--- src/rtl/uart_apb_pkg.sv ---
// rtl/uart_apb_pkg.sv - register map, STATUS/CTRL bit indices and FSM state encodings
package uart_apb_pkg;

    localparam logic [3:0] REG_DATA   = 4'h0;
    localparam logic [3:0] REG_STATUS = 4'h4;
    localparam logic [3:0] REG_CTRL   = 4'h8;
    localparam logic [3:0] REG_BAUD   = 4'hC;

    localparam int STAT_TX_EMPTY  = 0;
    localparam int STAT_TX_FULL   = 1;
    localparam int STAT_RX_EMPTY  = 2;
    localparam int STAT_RX_FULL   = 3;
    localparam int STAT_TX_OVF    = 4;
    localparam int STAT_RX_OVR    = 5;
    localparam int STAT_FRAME_ERR = 6;
    localparam int STAT_PARITY_ERR = 7;

    localparam int CTRL_PAR_EN  = 0;
    localparam int CTRL_PAR_ODD = 1;
    localparam int CTRL_STOP2   = 2;
    localparam int CTRL_IE_RX   = 3;
    localparam int CTRL_IE_TX   = 4;
    localparam int CTRL_IE_ERR  = 5;

    typedef enum logic [2:0] {
        S_IDLE   = 3'd0,
        S_START  = 3'd1,
        S_DATA   = 3'd2,
        S_PARITY = 3'd3,
        S_STOP   = 3'd4
    } uart_state_e;

    function automatic logic calc_parity(input logic [7:0] data, input logic odd);
        return (^data) ^ odd;
    endfunction

endpackage

--- src/rtl/uart_sync_fifo.sv ---
// rtl/uart_sync_fifo.sv - synchronous FIFO with first-word fall-through head
module uart_sync_fifo #(
    parameter int WIDTH = 8,
    parameter int DEPTH = 16
) (
    input  logic                     clk,
    input  logic                     reset,
    input  logic                     push,
    input  logic [WIDTH-1:0]         push_data,
    input  logic                     pop,
    output logic [WIDTH-1:0]         pop_data,
    output logic                     full,
    output logic                     empty,
    output logic [$clog2(DEPTH):0]   count
);
    localparam int AW = $clog2(DEPTH);
    localparam int CW = AW + 1;

    logic [WIDTH-1:0] mem_q [DEPTH];
    logic [AW-1:0]    wr_ptr_q, wr_ptr_d;
    logic [AW-1:0]    rd_ptr_q, rd_ptr_d;
    logic [CW-1:0]    count_q, count_d;
    logic             do_push, do_pop;

    assign empty    = (count_q == '0);
    assign full     = (count_q == CW'(DEPTH));
    assign count    = count_q;
    assign pop_data = mem_q[rd_ptr_q];

    // A pop frees the slot in the same cycle, so a full FIFO still accepts a push alongside it
    assign do_pop  = pop & ~empty;
    assign do_push = push & (~full | do_pop);

    always_comb begin
        wr_ptr_d = wr_ptr_q + AW'(do_push);
        rd_ptr_d = rd_ptr_q + AW'(do_pop);
        count_d  = count_q + CW'(do_push) - CW'(do_pop);
    end

    always_ff @(posedge clk) begin
        if (reset) begin
            wr_ptr_q <= '0;
            rd_ptr_q <= '0;
            count_q  <= '0;
        end else begin
            wr_ptr_q <= wr_ptr_d;
            rd_ptr_q <= rd_ptr_d;
            count_q  <= count_d;
        end
    end

    always_ff @(posedge clk) begin
        if (do_push) begin
            mem_q[wr_ptr_q] <= push_data;
        end
    end

endmodule

--- src/rtl/uart_apb_fifo.sv ---
// rtl/uart_apb_fifo.sv - APB-mapped UART with TX/RX FIFOs, parity, sticky errors and IRQ
module uart_apb_fifo
    import uart_apb_pkg::*;
#(
    parameter int          DATA_BITS  = 8,
    parameter int          FIFO_DEPTH = 16,
    parameter logic [15:0] BAUD_RESET = 16'd53
) (
    input  logic        pClk,
    input  logic        pReset,
    input  logic        pSel,
    input  logic        pEnable,
    input  logic        pWrite,
    input  logic [31:0] pAddr,
    input  logic [31:0] pWdata,
    output logic [31:0] pReadData,
    input  logic        RxD,
    output logic        TxD,
    output logic        IRQ
);
    localparam int CW = $clog2(FIFO_DEPTH) + 1;

    logic [3:0]  addr;
    logic        access, wr_data, rd_data, wr_status, wr_ctrl, wr_baud;
    logic [5:0]  ctrl_q, ctrl_d;
    logic [15:0] baud_q, baud_d, baud_cnt_q, baud_cnt_d;
    logic [3:0]  sticky_q, sticky_d;
    logic        irq_q, irq_d, tick;

    logic                 tx_empty, tx_full, tx_pop;
    logic [DATA_BITS-1:0] tx_dout;
    logic [CW-1:0]        tx_count;
    logic                 rx_empty, rx_full, rx_push, rx_pop;
    logic [DATA_BITS-1:0] rx_dout;
    logic [CW-1:0]        rx_count;
    logic [31:0]          rx_count_ext, status;

    uart_state_e          tx_state_q, tx_state_d;
    logic [4:0]           tx_cnt_q, tx_cnt_d, tx_last;
    logic [2:0]           tx_idx_q, tx_idx_d;
    logic [DATA_BITS-1:0] tx_shift_q, tx_shift_d;
    logic                 tx_par_q, tx_par_d, txd_q, txd_d, tx_load;

    uart_state_e          rx_state_q, rx_state_d;
    logic [3:0]           rx_cnt_q, rx_cnt_d;
    logic [2:0]           rx_idx_q, rx_idx_d;
    logic [DATA_BITS-1:0] rx_shift_q, rx_shift_d;
    logic                 rx_s1_q, rx_s2_q, rx_prev_q, rx_fall;
    logic                 frame_set, par_set;
    logic                 unused_bits;

    assign addr      = pAddr[3:0];
    assign access    = pSel & pEnable;
    assign wr_data   = access & pWrite & (addr == REG_DATA);
    assign rd_data   = access & ~pWrite & (addr == REG_DATA);
    assign wr_status = access & pWrite & (addr == REG_STATUS);
    assign wr_ctrl   = access & pWrite & (addr == REG_CTRL);
    assign wr_baud   = access & pWrite & (addr == REG_BAUD);
    assign rx_pop    = rd_data & ~rx_empty;
    assign tick      = (baud_cnt_q == 16'd0);
    assign rx_fall   = rx_prev_q & ~rx_s2_q;
    assign TxD       = txd_q;
    assign IRQ       = irq_q;
    assign rx_count_ext = 32'(rx_count);
    assign unused_bits  = ^{pAddr[31:4], pWdata[31:16], rx_count_ext[31:8], tx_count};

    uart_sync_fifo #(.WIDTH(DATA_BITS), .DEPTH(FIFO_DEPTH)) u_tx_fifo (
        .clk(pClk), .reset(pReset), .push(wr_data), .push_data(pWdata[DATA_BITS-1:0]),
        .pop(tx_pop), .pop_data(tx_dout), .full(tx_full), .empty(tx_empty), .count(tx_count)
    );

    uart_sync_fifo #(.WIDTH(DATA_BITS), .DEPTH(FIFO_DEPTH)) u_rx_fifo (
        .clk(pClk), .reset(pReset), .push(rx_push), .push_data(rx_shift_q),
        .pop(rx_pop), .pop_data(rx_dout), .full(rx_full), .empty(rx_empty), .count(rx_count)
    );

    always_comb begin
        status = '0;
        status[STAT_TX_EMPTY]   = tx_empty;
        status[STAT_TX_FULL]    = tx_full;
        status[STAT_RX_EMPTY]   = rx_empty;
        status[STAT_RX_FULL]    = rx_full;
        status[STAT_TX_OVF +: 4] = sticky_q;
        status[23:16]           = rx_count_ext[7:0];
        pReadData = '0;
        if (pSel) begin
            case (addr)
                REG_DATA:   pReadData = rx_empty ? 32'd0 : 32'(rx_dout);
                REG_STATUS: pReadData = status;
                REG_CTRL:   pReadData = 32'(ctrl_q);
                REG_BAUD:   pReadData = 32'(baud_q);
                default:    pReadData = '0;
            endcase
        end
    end

    always_comb begin
        ctrl_d     = wr_ctrl ? pWdata[5:0] : ctrl_q;
        baud_d     = wr_baud ? pWdata[15:0] : baud_q;
        baud_cnt_d = wr_baud ? pWdata[15:0] : (tick ? baud_q : baud_cnt_q - 16'd1);
        sticky_d   = sticky_q & ~(wr_status ? pWdata[7:4] : 4'd0);
        sticky_d   = sticky_d | {par_set, frame_set,
                                 rx_push & rx_full & ~rx_pop,
                                 wr_data & tx_full & ~tx_pop};
        irq_d      = (ctrl_q[CTRL_IE_RX] & ~rx_empty) | (ctrl_q[CTRL_IE_TX] & tx_empty) |
                     (ctrl_q[CTRL_IE_ERR] & (|sticky_q));
    end

    always_comb begin
        tx_state_d = tx_state_q;
        tx_cnt_d   = tx_cnt_q;
        tx_idx_d   = tx_idx_q;
        tx_shift_d = tx_shift_q;
        tx_par_d   = tx_par_q;
        txd_d      = txd_q;
        tx_pop     = 1'b0;
        tx_load    = 1'b0;
        tx_last    = (tx_state_q == S_STOP && ctrl_q[CTRL_STOP2]) ? 5'd31 : 5'd15;
        if (tick) begin
            tx_cnt_d = tx_cnt_q + 5'd1;
            case (tx_state_q)
                S_IDLE: begin
                    tx_cnt_d = '0;
                    tx_load  = ~tx_empty;
                end
                S_START: if (tx_cnt_q == tx_last) begin
                    tx_state_d = S_DATA;
                    tx_cnt_d   = '0;
                    tx_idx_d   = '0;
                    txd_d      = tx_shift_q[0];
                end
                S_DATA: if (tx_cnt_q == tx_last) begin
                    tx_cnt_d = '0;
                    if (tx_idx_q == 3'(DATA_BITS - 1)) begin
                        tx_state_d = ctrl_q[CTRL_PAR_EN] ? S_PARITY : S_STOP;
                        txd_d      = ctrl_q[CTRL_PAR_EN] ? tx_par_q : 1'b1;
                    end else begin
                        tx_idx_d   = tx_idx_q + 3'd1;
                        tx_shift_d = tx_shift_q >> 1;
                        txd_d      = tx_shift_q[1];
                    end
                end
                S_PARITY: if (tx_cnt_q == tx_last) begin
                    tx_state_d = S_STOP;
                    tx_cnt_d   = '0;
                    txd_d      = 1'b1;
                end
                S_STOP: if (tx_cnt_q == tx_last) begin
                    tx_state_d = S_IDLE;
                    tx_cnt_d   = '0;
                    txd_d      = 1'b1;
                    tx_load    = ~tx_empty;
                end
                default: tx_state_d = S_IDLE;
            endcase
        end
        // Back-to-back characters load straight from STOP so there is no idle gap
        if (tx_load) begin
            tx_pop     = 1'b1;
            tx_state_d = S_START;
            tx_cnt_d   = '0;
            tx_shift_d = tx_dout;
            tx_par_d   = calc_parity(8'(tx_dout), ctrl_q[CTRL_PAR_ODD]);
            txd_d      = 1'b0;
        end
    end

    always_comb begin
        rx_state_d = rx_state_q;
        rx_cnt_d   = rx_cnt_q;
        rx_idx_d   = rx_idx_q;
        rx_shift_d = rx_shift_q;
        rx_push    = 1'b0;
        frame_set  = 1'b0;
        par_set    = 1'b0;
        case (rx_state_q)
            S_IDLE: begin
                rx_cnt_d = '0;
                if (rx_fall) rx_state_d = S_START;
            end
            S_START: if (tick) begin
                rx_cnt_d = rx_cnt_q + 4'd1;
                if (rx_cnt_q == 4'd7) begin
                    rx_cnt_d   = '0;
                    rx_idx_d   = '0;
                    rx_state_d = rx_s2_q ? S_IDLE : S_DATA;
                end
            end
            S_DATA: if (tick) begin
                rx_cnt_d = rx_cnt_q + 4'd1;
                if (rx_cnt_q == 4'd15) begin
                    rx_cnt_d   = '0;
                    rx_shift_d = {rx_s2_q, rx_shift_q[DATA_BITS-1:1]};
                    rx_idx_d   = rx_idx_q + 3'd1;
                    if (rx_idx_q == 3'(DATA_BITS - 1))
                        rx_state_d = ctrl_q[CTRL_PAR_EN] ? S_PARITY : S_STOP;
                end
            end
            S_PARITY: if (tick) begin
                rx_cnt_d = rx_cnt_q + 4'd1;
                if (rx_cnt_q == 4'd15) begin
                    rx_cnt_d   = '0;
                    par_set    = rx_s2_q ^ calc_parity(8'(rx_shift_q), ctrl_q[CTRL_PAR_ODD]);
                    rx_state_d = S_STOP;
                end
            end
            S_STOP: if (tick) begin
                rx_cnt_d = rx_cnt_q + 4'd1;
                if (rx_cnt_q == 4'd15) begin
                    rx_push    = 1'b1;
                    frame_set  = ~rx_s2_q;
                    rx_state_d = S_IDLE;
                end
            end
            default: rx_state_d = S_IDLE;
        endcase
    end

    always_ff @(posedge pClk) begin
        if (pReset) begin
            ctrl_q     <= '0;
            baud_q     <= BAUD_RESET;
            baud_cnt_q <= BAUD_RESET;
            sticky_q   <= '0;
            irq_q      <= 1'b0;
            tx_state_q <= S_IDLE;
            tx_cnt_q   <= '0;
            tx_idx_q   <= '0;
            tx_shift_q <= '0;
            tx_par_q   <= 1'b0;
            txd_q      <= 1'b1;
            rx_state_q <= S_IDLE;
            rx_cnt_q   <= '0;
            rx_idx_q   <= '0;
            rx_shift_q <= '0;
            rx_s1_q    <= 1'b1;
            rx_s2_q    <= 1'b1;
            rx_prev_q  <= 1'b1;
        end else begin
            ctrl_q     <= ctrl_d;
            baud_q     <= baud_d;
            baud_cnt_q <= baud_cnt_d;
            sticky_q   <= sticky_d;
            irq_q      <= irq_d;
            tx_state_q <= tx_state_d;
            tx_cnt_q   <= tx_cnt_d;
            tx_idx_q   <= tx_idx_d;
            tx_shift_q <= tx_shift_d;
            tx_par_q   <= tx_par_d;
            txd_q      <= txd_d;
            rx_state_q <= rx_state_d;
            rx_cnt_q   <= rx_cnt_d;
            rx_idx_q   <= rx_idx_d;
            rx_shift_q <= rx_shift_d;
            rx_s1_q    <= RxD;
            rx_s2_q    <= rx_s1_q;
            rx_prev_q  <= rx_s2_q;
        end
    end

endmodule

--- config.mk ---
export PLATFORM = sky130hd
export DESIGN_NAME = uart_apb_fifo
export DESIGN_NICKNAME = d
export VERILOG_FILES = /design/src/rtl/uart_apb_pkg.sv /design/src/rtl/uart_sync_fifo.sv /design/src/rtl/uart_apb_fifo.sv
export SDC_FILE = /design/constraint.sdc
export NUM_CORES = 1
export LEC_CHECK = 0
export BUFFER_PORTS_ARGS = -buffer_cell sky130_fd_sc_hd__buf_2
export CAP_MARGIN = 0
export CORE_MARGIN = 2
export CORE_UTILIZATION = 50
export CTS_CLUSTER_SIZE = 28
export DETAILED_ROUTE_END_ITERATION = 10
export GPL_TIMING_DRIVEN = 0
export HOLD_SLACK_MARGIN = 0.02
export PLACE_DENSITY = 0.75
export SYNTH_ARGS = -nofsm -noshare
export SYNTH_HDL_FRONTEND = slang
export SYNTH_SLANG_ARGS = --single-unit
--- constraint.sdc ---
create_clock -name pClk -period 5.7 [get_ports pClk]
set_input_delay 0.855 -clock pClk [delete_from_list [all_inputs] [get_ports pClk]]
set_output_delay 0.855 -clock pClk [all_outputs]
set_load 0.005 [all_outputs]
# Yosys cells after proc, flatten, opt, wreduce, memory -nomap -nowiden
# Memories as Yosys holds them, arrays and structs flattened. A register that Yosys moved wholly into a read port is not among the register bits.
# Index checks and enable logic that the tools add are counted.
dict set report word_totals {
  reg_bits 111
  ram_bits 256
  inputBits 70
  out_inout_bits 34
  word_cells 229
  memories 2
}
dict set report op_classes {
  addsub 13
  eq_ne 43
  n_mux 76
  bitwise_logic 40
  n_reduce_logical 30
}
# memory depth word_bits read_ports rd_ports_with_merged_regs wr line_no
set mem_list {}
lappend mem_list {u_rx_fifo.mem_q 16 8 1 1 1 uart_sync_fifo.sv:19} ;# logic [WIDTH-1:0] mem_q [DEPTH];
lappend mem_list {u_tx_fifo.mem_q 16 8 1 1 1 uart_sync_fifo.sv:19}
# operator count
set op_table {}
lappend op_table {{$pmux 21 s4} 1}
lappend op_table {{$mux 3} 22}
lappend op_table {{$mux 8} 6}
lappend op_table {{$ne 2x2->1 const B} 17}
lappend op_table {{$mux 16} 2}
lappend op_table {{$mux 32} 1}
lappend op_table {{$mux 4} 8}
lappend op_table {{$pmux 3 s5} 2}
lappend op_table {{$mux 1} 25}
lappend op_table {{$and 1x1->1} 21}
lappend op_table {{$add 4x1->4} 4}
lappend op_table {{$logic_not 16->1} 1}
lappend op_table {{$pmux 4 s4} 1}
lappend op_table {{$reduce_xor 8->1} 2}
lappend op_table {{$sub 16x1->16 const B} 1}
lappend op_table {{$reduce_and 5->1} 3}
lappend op_table {{$reduce_and 7->1} 2}
lappend op_table {{$eq 3x2->1 const B} 4}
lappend op_table {{$eq 3x3->1 const B} 4}
lappend op_table {{$eq 4x4->1 const B} 3}
lappend op_table {{$ne 3x3->1 const B} 4}
lappend op_table {{$pmux 3 s2} 2}
lappend op_table {{$add 5x1->5} 2}
lappend op_table {{$eq 5x5->1 const B} 2}
lappend op_table {{other kinds (32)} 62}

# Longest topological paths before layout
dict set report depth {
  depth_word 13
  depth_mapped 16
  depth_no_buf 16
}

# Modules after synthesis
# From an unflattened synthesis, not the netlist that was laid out.
dict set report unflattened {
  cells_unflattened 1153
  hier_area_um2 16046.6
}
# mod n_inst cells_each area_each_um2 seq_area_each_um2
set by_module_without_submodules {}
lappend by_module_without_submodules {{uart_sync_fifo at u_rx_fifo} 1 294 5681.7 4103.9}
lappend by_module_without_submodules {{uart_sync_fifo at u_tx_fifo} 1 289 5639.2 4103.9}
lappend by_module_without_submodules {uart_apb_fifo 1 570 4725.8 1701.6}

# Least setup slack after synthesis
# Ideal clock, no wire load.
dict set report synth_path {
  path_kind {reg-to-reg}
  start {reg baud_cnt_q[0]}
  end {mem u_tx_fifo.mem_q[4][0], enable pin}
  setup_ns 0.398
  t_arrival_ns 2.775
  t_required_ns 5.302
  setup_slack_ns 2.527
  stages_incl_launch_ff 9
  path_buffers 0
  period_less_slack_ns 3.173
  path_cell_list {dfxtp_1 inv_1 ha_1 nor2b_1 nand3_4 nor4b_4 nor2_1 nor4_4 nor4b_1}
}
dict set report synth_via {
  elab_chain_cells 8
}
# element line_no
set synth_lines {}
lappend synth_lines {{from (decl)} uart_apb_fifo.sv:26} ;# logic [15:0] baud_q, baud_d, baud_cnt_q, baud_cnt_d;
lappend synth_lines {{from (signal assigned)} uart_apb_fifo.sv:242} ;# baud_cnt_q <= baud_cnt_d;
lappend synth_lines {{$logic_not 16->1} uart_apb_fifo.sv:60} ;# assign tick = (baud_cnt_q == 16'd0);
lappend synth_lines {{$mux 1} uart_apb_fifo.sv:119} ;# if (tick) begin
lappend synth_lines {{$mux 1} uart_apb_fifo.sv:158} ;# if (tx_load) begin
lappend synth_lines {{$and 1x1->1} uart_sync_fifo.sv:31} ;# assign do_pop = pop & ~empty;
lappend synth_lines {{$or 1x1->1} uart_sync_fifo.sv:32} ;# assign do_push = push & (~full | do_pop);
lappend synth_lines {{$and 1x1->1} uart_sync_fifo.sv:32}
lappend synth_lines {{$mux 1} uart_sync_fifo.sv:53} ;# if (do_push) begin
lappend synth_lines {{$mux 1 (not written as such)} uart_sync_fifo.sv:54} ;# mem_q[wr_ptr_q] <= push_data;
lappend synth_lines {{to (decl)} uart_sync_fifo.sv:19}
# Every way passes these cells.

==> metrics.log <==
[metrics] clock latency at the later pin of the worst-skew pair: 0.54 ns
[metrics] capturing element type of the critical path: primary output
[metrics] Horiz. Die Dim: 182.4 um
[metrics] largest cells by area after synthesis: edfxtp_1, dfxtp_1, mux4_2
[metrics] Synth cell types: 72
[metrics] number of global-route vias before repair: 9,719
[metrics] worst r2r path cells: 9
[metrics] Placement Cell Area: 0.01673 mm2
[metrics] vias post-DR: 9,846
[metrics] global route hottest layer: met2
[metrics] run status: completed
[metrics] flip-flop and latch count after synthesis: 367
[metrics] total power after layout: 5.471 mW
[metrics] Post-Syn Area per Cell: 13.95 um2
[metrics] Resized cells post-CTS: 0
[metrics] number of warnings reported in the yosys synthesis log: 0
[metrics] grt met1 use: 0.3036
[metrics] cell with the most instances after synthesis: edfxtp_1
[metrics] global-route met2 utilization: 0.3747
[metrics] vertical extent of the die: 182.4 um
[metrics] top cell type's share of synthesized area: 0.4829
[metrics] TritonCTS Buffers: 38
[metrics] remaining global-route overflow: 0
[metrics] worst slew margin relative to its limit: 0.1604
[metrics] Final #Nets: 1,341
[metrics] end point of the critical path: pReadData[5]
[metrics] clock sinks: 367
[metrics] routability congestion estimate from global placement: 0.9031
[metrics] wire length of the first global-routing pass: 56,290 um
[metrics] max-slew violation count: 0
[metrics] prevailing post-synth register cell: edfxtp_1
[metrics] category of the worst setup path launch point: flop
[metrics] worst-case setup slack after placement: 1.493 ns
[metrics] final hold vios: 0
[metrics] HPWL reported at the end of detailed placement: 25,000 um
[metrics] num ports: 104
[metrics] die area: 0.03328 mm2
[metrics] required time of the critical path: 4.85 ns
[metrics] CTS tree: built
[metrics] vias per inst: 5.871
[metrics] Cell Area, Synth: 0.01592 mm2
[metrics] min-delay src: rx_s1_q$_SDFF_PP1_
[metrics] number of enable flip-flop cells after synthesis: 256
[metrics] number of rows in the core area: 65
[metrics] RSZ-0062 raised after global routing: no
[metrics] routed len/inst: 21.87 um
[metrics] number of maximum-capacitance constraint violations: 0
[metrics] DRC Markers: 0
[metrics] Filler Cells Inserted: 2,390
[metrics] pin count of the biggest net entering global routing: 20
[metrics] areal power density over the cells: 303.4 mW/mm2
[metrics] worst clock skew on the final layout: 0.01128 ns
[metrics] post-layout instance area: 0.01803 mm2
[metrics] worst-case register-to-register setup slack: 1.80 ns
[metrics] initial antenna violation count: 3
[metrics] clock transition at the registers of the reported paths: 0.06 ns
[metrics] Least-Margin Pin Slew: 1.250 ns
[metrics] Critical Setup Path Class: reg -> out
[metrics] final-report setup violation count: 0
[metrics] share of the yosys chip area belonging to registers: 0.6224
[metrics] global-route usage over all layers: 0.2223
[metrics] CTS hold repair buffers: 0
[metrics] drt pass-1 iters: 5
[metrics] share of final-layout standard cells stronger than drive strength 1: 0.1712
[metrics] upper clock frequency limit: 233.5 MHz
[metrics] worst reg2reg path startpoint: baud_cnt_q[0]$_SDFF_PP1_
[metrics] Hold Path Class: reg -> reg
[metrics] I/O Buffers: 47
[metrics] Area growth, synth to finish: 13.27%
[metrics] top cell type by total area after synthesis: edfxtp_1
[metrics] worst supply voltage drop on vdd: 0.2045 mV
[metrics] cell types with the highest counts after synthesis: edfxtp_1, dfxtp_1, nand2_1
[metrics] fraction of the cycle the final worst path needs: 0.7512
[metrics] Worst Setup SP: u_rx_fifo.rd_ptr_q[1]$_SDFF_PP0_
[metrics] critical register-to-register path endpoint: u_tx_fifo.mem_q[6][7]$_DFFE_PP_
[metrics] largest fanout of any net on the critical path: 10
[metrics] number of violations reported at the end of detailed-routing iteration 0: 907
[metrics] Starting Density: 0.5058
[metrics] Leak Pwr: 6.108 nW
[metrics] number of cells produced by synthesis: 1,141
[metrics] Clock H-tree levels: 2
[metrics] count of antenna-violating nets left after detailed routing: 0
[metrics] maximum buffer depth of the clock tree: 3
[metrics] grt met3 use: 0.03432
[metrics] asr flop ratio synth: 0
[metrics] core area: 0.03147 mm2
[metrics] total negative slack for setup checks: 0 ns
[metrics] end-of-flow core utilization: 0.5729
[metrics] wire length after detailed routing: 36,680 um
[metrics] Clock Tree Root: clkbuf_16
[metrics] endpoint arrival time on the critical path: 3.43 ns
[metrics] setup fix buffers added after clock tree synthesis: 0
[metrics] Period minus WS final: 4.282 ns
[metrics] final worst-path setup slack: 1.418 ns
[logic make-up after synthesis]
group | count (synthesis) | synth area share
xor gates and xnor gates | 44 | 0.02727
DFF | 367 | 0.6224
other | 1 | 0.0002355
AOI/OAI and AO/OA | 153 | 0.05839
and+or+nand+nor | 354 | 0.1116
adders and majority gates | 30 | 0.02428
muxes | 98 | 0.1268
buffers and inverters | 94 | 0.02900
[how the worst min path moves through the flow]
stage	to	slack (ns)	cells past startpoint
detailed placement	rx_s2_q$_SDFF_PP1_	0.39	1
global placement	rx_s2_q$_SDFF_PP1_	0.40	1
CTS	rx_s2_q$_SDFF_PP1_	0.41	1
floorplan	rx_s2_q$_SDFF_PP1_	0.39	1
global route	rx_s2_q$_SDFF_PP1_	0.41	1
finish	rx_s2_q$_SDFF_PP1_	0.41	1
[through the flow]
step	cells	hold slack [ns]
4_1_cts	1673	0.4081
2_1_floorplan	1151	0.3895
5_1_grt	1675	0.4142
6_report	1677	0.4090
3_3_place_gp	1600	0.3976
3_5_place_dp	1603	0.3943
[sequential cells by signal, summed over array words and instances, names as in the netlist, 3 cells and up]
| name | count |
|---|---|
| baud_cnt_q | 16 |
| u_tx_fifo.mem_q | 128 |
| u_rx_fifo.wr_ptr_q | 4 |
| u_tx_fifo.count | 5 |
| ctrl_q | 6 |
| rx_cnt_q | 4 |
| rx_idx_q | 3 |
| rx_shift_q | 8 |
| rx_state_q | 3 |
| u_tx_fifo.rd_ptr_q | 4 |
| tx_state_q | 3 |
| u_tx_fifo.wr_ptr_q | 4 |
| tx_shift_q | 8 |
| tx_idx_q | 3 |
| sticky_q | 4 |
| tx_cnt_q | 5 |
| u_rx_fifo.count | 5 |
| baud_q | 16 |
| u_rx_fifo.mem_q | 128 |
| u_rx_fifo.rd_ptr_q | 4 |
[placed cells by master, fill, tap and decap left out, types with 6 or more instances in the layout]
cell type  synthesis  routed
mux2_2             8       8
mux4_2            56      56
nor2_1            96      96
conb_1             1      11
buf_4             11      15
a21oi_1           84      84
or2_2              6       6
dfxtp_1          111     111
o21ai_0           11      11
buf_2              7      54
nand3b_1           6       6
nand4_1            8       8
nand2_1           99      99
a22oi_1            7       7
nand3_1           22      22
xor2_1            12      12
mux4_1            20      20
and2_1            11      11
clkbuf_16          0      38
clkbuf_1          42      52
nand2b_1          15      15
or3_1             10      10
edfxtp_1         256     256
ha_1              26      26
nor3_1            28      27
xnor2_1           28      28
o211ai_1          13      13
inv_1             24      24
nor2b_1           24      24
mux2i_1           13      13
[per-layer routing]
layer / vias up / part of all wire
met5: - / 0.00035
met4: 2 / 0.020
met3: 58 / 0.061
met2: 342 / 0.49
met1: 4941 / 0.42
li1: 4503 / -
[power breakdown]
group,internal (mW),leakage [nW],total (mW),switching [mW]
combinational,0.0346,2.25,0.107,0.0725
sequential,2.84,3.23,2.84,0.00781
clock,1.46,0.625,2.52,1.06
[critical path: stages (launching register included)]
cell	delay [ns]
dfxtp_1	0.33
clkbuf_1	0.28
clkbuf_1	0.61
mux4_2	0.45
mux4_2	0.53
a222oi_1	0.43
nor2_1	0.10
buf_2	0.15
[layout make-up]
type	count	area, um2	area share
clock inverter	17	219.0	0.01214
buffer	70	371.6	0.02061
multi-input combinational	690	5604	0.3108
antenna	2	5.005	0.0002775
tap	402	503.0	0.02789
timing repair buffer	52	272.8	0.01513
sequential	367	9910	0.5495
clock buffer	53	1057	0.05863
inverter	24	90.09	0.004996
Power figures use the tool's default switching activity.
